$ cat src/rtl/instr_decode_queue.sv
// Decode-and-buffer stage between fetch and issue: decodes each instruction on
// enqueue and holds decoded records in a DEPTH-entry FIFO presented in order.
module instr_decode_queue #(
  parameter int XLEN           = 32,
  parameter int DEPTH          = 4,
  parameter int REG_ADDR_WIDTH = 5
) (
  input  logic                          clk,
  input  logic                          rst_n,
  input  logic                          flush,
  input  logic                          in_valid,
  output logic                          in_ready,
  input  logic [31:0]                   in_instr,
  input  logic [XLEN-1:0]               in_pc,
  output logic                          out_valid,
  input  logic                          out_ready,
  output logic [XLEN-1:0]               out_pc,
  output logic [6:0]                    out_opcode,
  output logic [REG_ADDR_WIDTH-1:0]     out_rd,
  output logic [REG_ADDR_WIDTH-1:0]     out_rs1,
  output logic [REG_ADDR_WIDTH-1:0]     out_rs2,
  output logic [2:0]                    out_funct3,
  output logic [6:0]                    out_funct7,
  output logic [2:0]                    out_fmt,
  output logic [XLEN-1:0]               out_imm,
  output logic                          out_rd_used,
  output logic                          out_rs1_used,
  output logic                          out_rs2_used,
  output logic                          out_illegal,
  output logic [$clog2(DEPTH):0]        count
);

  localparam int AW = $clog2(DEPTH);
  localparam int CW = $clog2(DEPTH) + 1;

  localparam logic [6:0] OPC_LOAD     = 7'h03;
  localparam logic [6:0] OPC_MISC_MEM = 7'h0F;
  localparam logic [6:0] OPC_OP_IMM   = 7'h13;
  localparam logic [6:0] OPC_AUIPC    = 7'h17;
  localparam logic [6:0] OPC_OP_IMM32 = 7'h1B;
  localparam logic [6:0] OPC_STORE    = 7'h23;
  localparam logic [6:0] OPC_OP       = 7'h33;
  localparam logic [6:0] OPC_LUI      = 7'h37;
  localparam logic [6:0] OPC_OP32     = 7'h3B;
  localparam logic [6:0] OPC_BRANCH   = 7'h63;
  localparam logic [6:0] OPC_JALR     = 7'h67;
  localparam logic [6:0] OPC_JAL      = 7'h6F;
  localparam logic [6:0] OPC_SYSTEM   = 7'h73;

  localparam logic [2:0] FMT_R    = 3'd0;
  localparam logic [2:0] FMT_I    = 3'd1;
  localparam logic [2:0] FMT_S    = 3'd2;
  localparam logic [2:0] FMT_B    = 3'd3;
  localparam logic [2:0] FMT_U    = 3'd4;
  localparam logic [2:0] FMT_J    = 3'd5;
  localparam logic [2:0] FMT_NONE = 3'd7;

  typedef struct packed {
    logic [XLEN-1:0]           pc;
    logic [6:0]                opcode;
    logic [REG_ADDR_WIDTH-1:0] rd;
    logic [REG_ADDR_WIDTH-1:0] rs1;
    logic [REG_ADDR_WIDTH-1:0] rs2;
    logic [2:0]                funct3;
    logic [6:0]                funct7;
    logic [2:0]                fmt;
    logic [XLEN-1:0]           imm;
    logic                      rd_used;
    logic                      rs1_used;
    logic                      rs2_used;
    logic                      illegal;
  } entry_t;

  function automatic logic [XLEN-1:0] sext_xlen(input logic signed [31:0] v);
    return XLEN'(v);
  endfunction

  logic [2:0]         fmt_p0;
  logic signed [31:0] imm32_p0;
  logic               is_system_p0;
  logic               sys_rs1_p0;
  logic               rd_nz_p0;
  entry_t             dec_p0;

  // Stage p0: combinational decode of the incoming word
  always_comb begin
    fmt_p0 = FMT_NONE;
    case (in_instr[6:0])
      OPC_OP:       fmt_p0 = FMT_R;
      OPC_OP32:     fmt_p0 = (XLEN == 64) ? FMT_R : FMT_NONE;
      OPC_LOAD, OPC_OP_IMM, OPC_JALR, OPC_MISC_MEM, OPC_SYSTEM:
                    fmt_p0 = FMT_I;
      OPC_OP_IMM32: fmt_p0 = (XLEN == 64) ? FMT_I : FMT_NONE;
      OPC_STORE:    fmt_p0 = FMT_S;
      OPC_BRANCH:   fmt_p0 = FMT_B;
      OPC_LUI, OPC_AUIPC: fmt_p0 = FMT_U;
      OPC_JAL:      fmt_p0 = FMT_J;
      default:      fmt_p0 = FMT_NONE;
    endcase
    if (in_instr[1:0] != 2'b11) fmt_p0 = FMT_NONE;
  end

  always_comb begin
    imm32_p0 = '0;
    case (fmt_p0)
      FMT_I: imm32_p0 = {{20{in_instr[31]}}, in_instr[31:20]};
      FMT_S: imm32_p0 = {{20{in_instr[31]}}, in_instr[31:25], in_instr[11:7]};
      FMT_B: imm32_p0 = {{19{in_instr[31]}}, in_instr[31], in_instr[7],
                         in_instr[30:25], in_instr[11:8], 1'b0};
      FMT_U: imm32_p0 = {in_instr[31:12], 12'b0};
      FMT_J: imm32_p0 = {{11{in_instr[31]}}, in_instr[31], in_instr[19:12],
                         in_instr[20], in_instr[30:21], 1'b0};
      default: imm32_p0 = '0;
    endcase
  end

  assign is_system_p0 = (in_instr[6:0] == OPC_SYSTEM);
  // SYSTEM reads rs1 only for the register forms of CSR access
  assign sys_rs1_p0   = !in_instr[14] && (in_instr[14:12] != 3'b000);
  assign rd_nz_p0     = (in_instr[11:7] != 5'd0);

  always_comb begin
    dec_p0          = '0;
    dec_p0.pc       = in_pc;
    dec_p0.opcode   = in_instr[6:0];
    dec_p0.rd       = REG_ADDR_WIDTH'(in_instr[11:7]);
    dec_p0.rs1      = REG_ADDR_WIDTH'(in_instr[19:15]);
    dec_p0.rs2      = REG_ADDR_WIDTH'(in_instr[24:20]);
    dec_p0.funct3   = in_instr[14:12];
    dec_p0.funct7   = in_instr[31:25];
    dec_p0.fmt      = fmt_p0;
    dec_p0.imm      = sext_xlen(imm32_p0);
    dec_p0.illegal  = (fmt_p0 == FMT_NONE);
    dec_p0.rs1_used = (fmt_p0 == FMT_R || fmt_p0 == FMT_I || fmt_p0 == FMT_S ||
                       fmt_p0 == FMT_B) && (!is_system_p0 || sys_rs1_p0);
    dec_p0.rs2_used = (fmt_p0 == FMT_R || fmt_p0 == FMT_S || fmt_p0 == FMT_B);
    dec_p0.rd_used  = (fmt_p0 == FMT_R || fmt_p0 == FMT_I || fmt_p0 == FMT_U ||
                       fmt_p0 == FMT_J) && rd_nz_p0 &&
                      (in_instr[6:0] != OPC_MISC_MEM);
  end

  entry_t         mem_p1 [DEPTH];
  entry_t         head_p1;
  logic [AW-1:0]  wr_ptr;
  logic [AW-1:0]  rd_ptr;
  logic           enq;
  logic           deq;

  assign in_ready  = (count < CW'(DEPTH));
  assign out_valid = (count != '0);
  assign enq       = in_valid && in_ready && !flush;
  assign deq       = out_valid && out_ready && !flush;

  // Stage p1: FIFO storage; pointers wrap naturally since DEPTH is a power of two
  always_ff @(posedge clk or negedge rst_n) begin
    if (!rst_n) begin
      wr_ptr <= '0;
      rd_ptr <= '0;
      count  <= '0;
    end else if (flush) begin
      wr_ptr <= '0;
      rd_ptr <= '0;
      count  <= '0;
    end else begin
      if (enq) wr_ptr <= wr_ptr + AW'(1);
      if (deq) rd_ptr <= rd_ptr + AW'(1);
      count <= count + CW'(enq) - CW'(deq);
    end
  end

  always_ff @(posedge clk) begin
    if (enq) mem_p1[wr_ptr] <= dec_p0;
  end

  // Storage is not reset, so an empty queue presents an all-zero record
  assign head_p1 = out_valid ? mem_p1[rd_ptr] : '0;

  assign out_pc       = head_p1.pc;
  assign out_opcode   = head_p1.opcode;
  assign out_rd       = head_p1.rd;
  assign out_rs1      = head_p1.rs1;
  assign out_rs2      = head_p1.rs2;
  assign out_funct3   = head_p1.funct3;
  assign out_funct7   = head_p1.funct7;
  assign out_fmt      = head_p1.fmt;
  assign out_imm      = head_p1.imm;
  assign out_rd_used  = head_p1.rd_used;
  assign out_rs1_used = head_p1.rs1_used;
  assign out_rs2_used = head_p1.rs2_used;
  assign out_illegal  = head_p1.illegal;

endmodule

$ cat config.mk
export PLATFORM = sky130hd
export DESIGN_NAME = instr_decode_queue
export DESIGN_NICKNAME = d
export VERILOG_FILES = /design/src/rtl/instr_decode_queue.sv
export SDC_FILE = /design/constraint.sdc
export NUM_CORES = 1
export LEC_CHECK = 0
export BUFFER_PORTS_ARGS = -buffer_cell sky130_fd_sc_hd__buf_4
export CORE_ASPECT_RATIO = 1.5
export CORE_MARGIN = 2
export CORE_UTILIZATION = 58
export CTS_CLUSTER_DIAMETER = 60
export DETAILED_ROUTE_END_ITERATION = 7
export PLACE_DENSITY = 0.9
export REMOVE_ABC_BUFFERS = 1
export SYNTH_ARGS = -nofsm -noshare
export SYNTH_HDL_FRONTEND = slang
export SYNTH_SLANG_ARGS = --single-unit
$ cat constraint.sdc
create_clock -name clk -period 5.5 [get_ports clk]
set_clock_uncertainty 0.1 [all_clocks]
set_input_delay 1.1 -clock clk [delete_from_list [all_inputs] [get_ports clk]]
set_output_delay 1.1 -clock clk [all_outputs]
set_load 0.005 [all_outputs]
# ---- Word-level counts from Yosys, hierarchy flattened
# Memories as Yosys holds them, arrays and structs flattened.
# Cells that the tools add are included.
dict set report word_totals {
  register_bits 7
  latch_bits 0
  ram_bits 412
  mem_bits_ro 0
  output_inout_bits 108
  n_memories 1
}
dict set report op_classes {
  addsub 4
  mul 0
  div_mod_pow 0
  order_cmp 1
  n_eq_ne 19
  shift 0
  mux 11
  bitwise 0
  n_reduce_logical 27
}
# memory words width read_ports rd_clocked_by_memory_dff wr line_no
set memory_table {}
lappend memory_table {mem_p1 4 103 1 0 1 142} ;# entry_t mem_p1 [DEPTH];
# operator count
set op_table {}
lappend op_table {{32-bit case mux with 5 select lines} 1}
lappend op_table {{103-bit 2-to-1 mux} 1}
lappend op_table {{7-bit == test, second input constant} 4}
lappend op_table {{7-bit by 6-bit == test with 1-bit output, second input constant} 3}
lappend op_table {{3-bit case mux with 6 select lines} 1}
lappend op_table {{7-bit by 5-bit == test with 1-bit output, second input constant} 2}
lappend op_table {{3-bit == test, second input constant} 3}
lappend op_table {{1-bit logical AND} 8}
lappend op_table {{1-bit logical OR} 8}
lappend op_table {{2-bit 2-to-1 mux} 4}
lappend op_table {{7-bit by 2-bit == test with 1-bit output, second input constant} 1}
lappend op_table {{7-bit by 4-bit == test with 1-bit output, second input constant} 1}
lappend op_table {{7-bit by 4-bit != test with 1-bit output, second input constant} 1}
lappend op_table {{3-bit by 2-bit == test with 1-bit output, second input constant} 2}
lappend op_table {{3-bit 2-to-1 mux} 2}
lappend op_table {{3-bit nonzero test} 2}
lappend op_table {{5-bit nonzero test} 1}
lappend op_table {{5-bit OR reduction} 1}
lappend op_table {{2-bit by 1-bit adder with 2-bit output, second input constant} 2}
lappend op_table {{2-bit nonzero test} 2}
lappend op_table {{3-bit by 1-bit adder with 3-bit output} 1}
lappend op_table {{3-bit by 1-bit == test with 1-bit output, second input constant} 1}
lappend op_table {{1-bit logical NOT} 3}
lappend op_table {{3-bit logical NOT} 1}
lappend op_table {{other kinds (5)} 6}

# ---- Depth between registers and ports, before layout
dict set report logic_depth {
  ltp_word 10
  depth_mapped 11
  depth_no_buf 9
}

# ---- Worst setup path after synthesis
# No wires, ideal clock.
dict set report synth_path {
  kind {input-to-reg}
  start {in in_valid}
  end {mem mem_p1[0][0] in the netlist's numbering (enable)}
  setup_ns 0.474
  arrival_ns 3.998
  slack_ns 0.929
  cell_stages 3
  n_path_buf 0
  cell_sequence {nor2b_1 > nor2b_1 > and2_1}
}
dict set report synth_between {
  elab_chain_len 4
}
# element line_no
set synth_rtl {}
lappend synth_rtl {{from (decl)} 11} ;# input logic in_valid,
lappend synth_rtl {{1-bit logical AND (2 in series)} 151} ;# assign enq = in_valid && in_ready && !flush;
lappend synth_rtl {{1-bit 2-to-1 mux} 172} ;# if (enq) mem_p1[wr_ptr] <= dec_p0;
lappend synth_rtl {{1-bit 2-to-1 mux (not written as such)} 172}
lappend synth_rtl {{to (decl)} 142}
# No other way between the ends.

# ---- Final worst setup path
dict set report layout_path {
  start {reg rd_ptr[0]}
  end {out out_opcode[4]}
}
dict set report layout_between {
  elab_chain_len 2
}
# element line_no
set layout_rtl {}
lappend layout_rtl {{from (decl)} 145} ;# logic [AW-1:0] rd_ptr;
lappend layout_rtl {{from (signal assigned)} 166} ;# if (deq) rd_ptr <= rd_ptr + AW'(1);
lappend layout_rtl {{memory read 4 x 103 bit} --}
lappend layout_rtl {{103-bit 2-to-1 mux} 176} ;# assign head_p1 = out_valid ? mem_p1[rd_ptr] : '0;
lappend layout_rtl {{to (decl)} 18} ;# output logic [6:0] out_opcode,
# No other way between the ends.

==> flow_metrics.py <==
metrics = {
    "status": {
        "status": "completed",
    },
    "finish": {
        "multi_input_area_um2": 3870,
        "final_nets": 1062,
        "n_antenna_cell": 0,
        "drive_above_1_share": 0.348,
        "ff_latch_area_um2": 12600,
        "fillerInstances": 1735,
        "layout.cells.non_filler": 1364,
        "area_growth_pct": 16.7,
    },
    "clocking": {
        "clkLatencyLatePin_ps": 520,
        "root_buffer": "clkbuf_16",
        "clk_pin_slew_ps": 70,
        "cts_tree": "done",
        "cts_setup_buffers": 0,
        "htreeDepth": 2,
        "holdBufCountCts": 0,
        "clockBufferDepth": 3,
        "cts_resized": 0,
        "numCtsBuffers": 37,
        "clock_sinks": 419,
    },
    "drt": {
        "drcViolationCount": 0,
        "wl_per_cell_um": 24.2,
        "ant_nets": 0,
        "drt_first_pass_iters": 5,
        "wl_mm": 32.9,
        "vias_per_cell": 5.99,
        "vias": 8172,
        "drt-initial-drc-count": 607,
    },
    "global_route": {
        "first_global_vias": 8491,
        "antenna_found_initial": 1,
        "grt_first_pass_wirelength_mm": 49.7,
        "grt_max_degree": 107,
        "grt_usage": 0.221,
        "grt-ovfl-total": 0,
    },
    "floorplanning": {
        "pin_count": 177,
        "rows": 76,
        "dieArea_um2": 30200,
        "dieWidth_um": 143,
        "initial_core_util": 0.585,
        "die_h_um": 212,
        "coreArea_um2": 28500,
    },
    "place": {
        "port_buffers": 176,
        "place_worst_setup_slack_ps": 1850,
        "gp_congestion": 0.821,
        "dp_cells": 1298,
        "hpwl_mm": 19.7,
    },
    "sta": {
        "layout_min_cycle_time_ps": 4110,
        "worstMarginPinSlew_ps": 1100,
        "rsz0062_at_grt": "no",
        "max_slew_margin": 0.262,
        "finalHoldViolations": 0,
        "timing.final.crit_share": 0.747,
        "maxSlewViolCount": 0,
        "clock.fmax_mhz": 243,
        "setup_viol": 0,
        "fin_tns_setup_ps": 0,
        "final.setup.worst_slack_ps": 1390,
    },
    "logic_synthesis": {
        "yosys.cell_types.count": 50,
        "synthTopCellsByCount": "412 x edfxtp_1, 109 x and2_1, 103 x mux4_2",
        "ys_seq_elements": 419,
        "synth_top_cell_by_area": "edfxtp_1",
        "synthTopCellsByArea": "edfxtp_1 74%, mux4_2 14%, and2_1 4.1%",
        "yosysMostFrequentCell": "edfxtp_1",
        "ys_seq_area_frac": 0.751,
        "synth-main-ff-cell": "edfxtp_1",
        "synth-edff-count": 412,
        "syn_area_um2": 16700,
        "synth_top_area_frac": 0.741,
        "async_flop_share": 0.0167,
        "syn_area_per_cell_um2": 20.7,
        "synth_warnings": 0,
        "netlist_instances": 806,
    },
    "setup_path": {
        "crit_type": "flip-flop to output port",
        "cp-end-kind": "output port",
        "slowest_stage": "dfrtp_4",
        "arrival_ps": 2910,
        "worst-endpoint-required_ps": 4300,
        "path_max_fanout": 45,
        "worstPathCellList": "buf_12 > mux4_2 > and2_1 > buf_4",
        "critPathLaunchType": "flip-flop",
        "regToRegSetupSlack_ps": 2600,
        "slowest_delay_ps": 1010,
    },
    "power": {
        "p_leak_nw": 6.71,
        "irDropWorstVdd_mv": 0.371,
        "power-per-cell-area_nw_per_um2": 427,
    },
    "min_path": {
        "min-delay-path-class": "input pin to asynchronous set/reset pin",
    },
    "job": {
        "cap_viol_max_count": 0,
    },
}
registers in the layout, summed over array words and instances (netlist names):
name,flops
rd_ptr,2
mem_p1,412
wr_ptr,2
count,3
critical path, delay by kind of cell, from the launching register on:
family | cells | cell delay [ps]
DFF | 1 | 1010
muxes | 1 | 570
and+or+nand+nor | 1 | 220
buffers and inverters | 2 | 510
path summary, 6_finish.rpt:
| path | startpoint | cells after the start | end |
|---|---|---|---|
| worst max-delay path | rd_ptr[0] | 4 | out_opcode[4] |
| worst min-delay path | rst_n | 1 | count[2] |
| worst max register to register | count[2] | 9 | count[2] |
| worst min register to register | wr_ptr[0] | 2 | wr_ptr[0] |
| max in group asynchronous | rst_n | 1 | rd_ptr[1] |
| min in group clk | wr_ptr[0] | 2 | wr_ptr[0] |
cell type report:
cell class,instances,share of cell area
Clock buffer,43,0.0492
Clock inverter,23,0.00854
Inverter,11,0.00212
Multi-Input combinational cell,331,0.199
Sequential cell,419,0.644
Tap cell,351,0.0225
Timing Repair Buffer,186,0.0748
placed cells by master (no fill, tap or decap), drive strengths merged, types with 2 or more instances in the layout:
master,instances
a31oi,2
and2,109
and3,7
nor2b,6
ha,6
xor2,2
o2bb2ai,2
o311a,2
clkbuf,43
nor3,3
nand3,5
bufinv,2
o21ai,6
buf,186
dfrtp,7
xnor2,3
or3,2
a22o,5
a21o,20
a21oi,5
inv,14
nand2b,3
o21bai,2
clkinv,17
nand2,10
edfxtp,412
mux4,103
nor2,13
metrics by stage:
stage	power, mW	util	hold slack, ps	instance area (um^2)
final	8.32	0.683	278	19500
after global routing	8.65	0.683	266	19500
after CTS	8.41	0.683	261	19500
after detailed placement	5.99	0.644	500	18400
after global placement	5.95	0.644	484	18400
after floorplan	5.03	-	462	16400
cells by family (layout without fill, tap and decap cells):
logic type,count (synthesis),count (layout),share of synthesized area
xor+xnor,5,5,0.00262
simple gates,163,163,0.0585
fa+ha+maj,8,8,0.00629
mux,103,103,0.139
buf+inv,56,263,0.0175
compound gates,52,52,0.0247
flops,419,419,0.751
report_power, final:
group | internal (mW) | switching, mW
sequential | 3.68 | 0.142
clock | 1.35 | 1.08
combinational | 1.16 | 0.907
layer usage:
layer,vias up,GRT usage,part of all wire
li1,3602,-,-
met1,4218,0.284,0.38
met2,288,0.385,0.54
met3,62,0.0326,0.048
met4,2,0.0860,0.036
met5,-,0,0.00052
(Power assumes the default switching activity.)
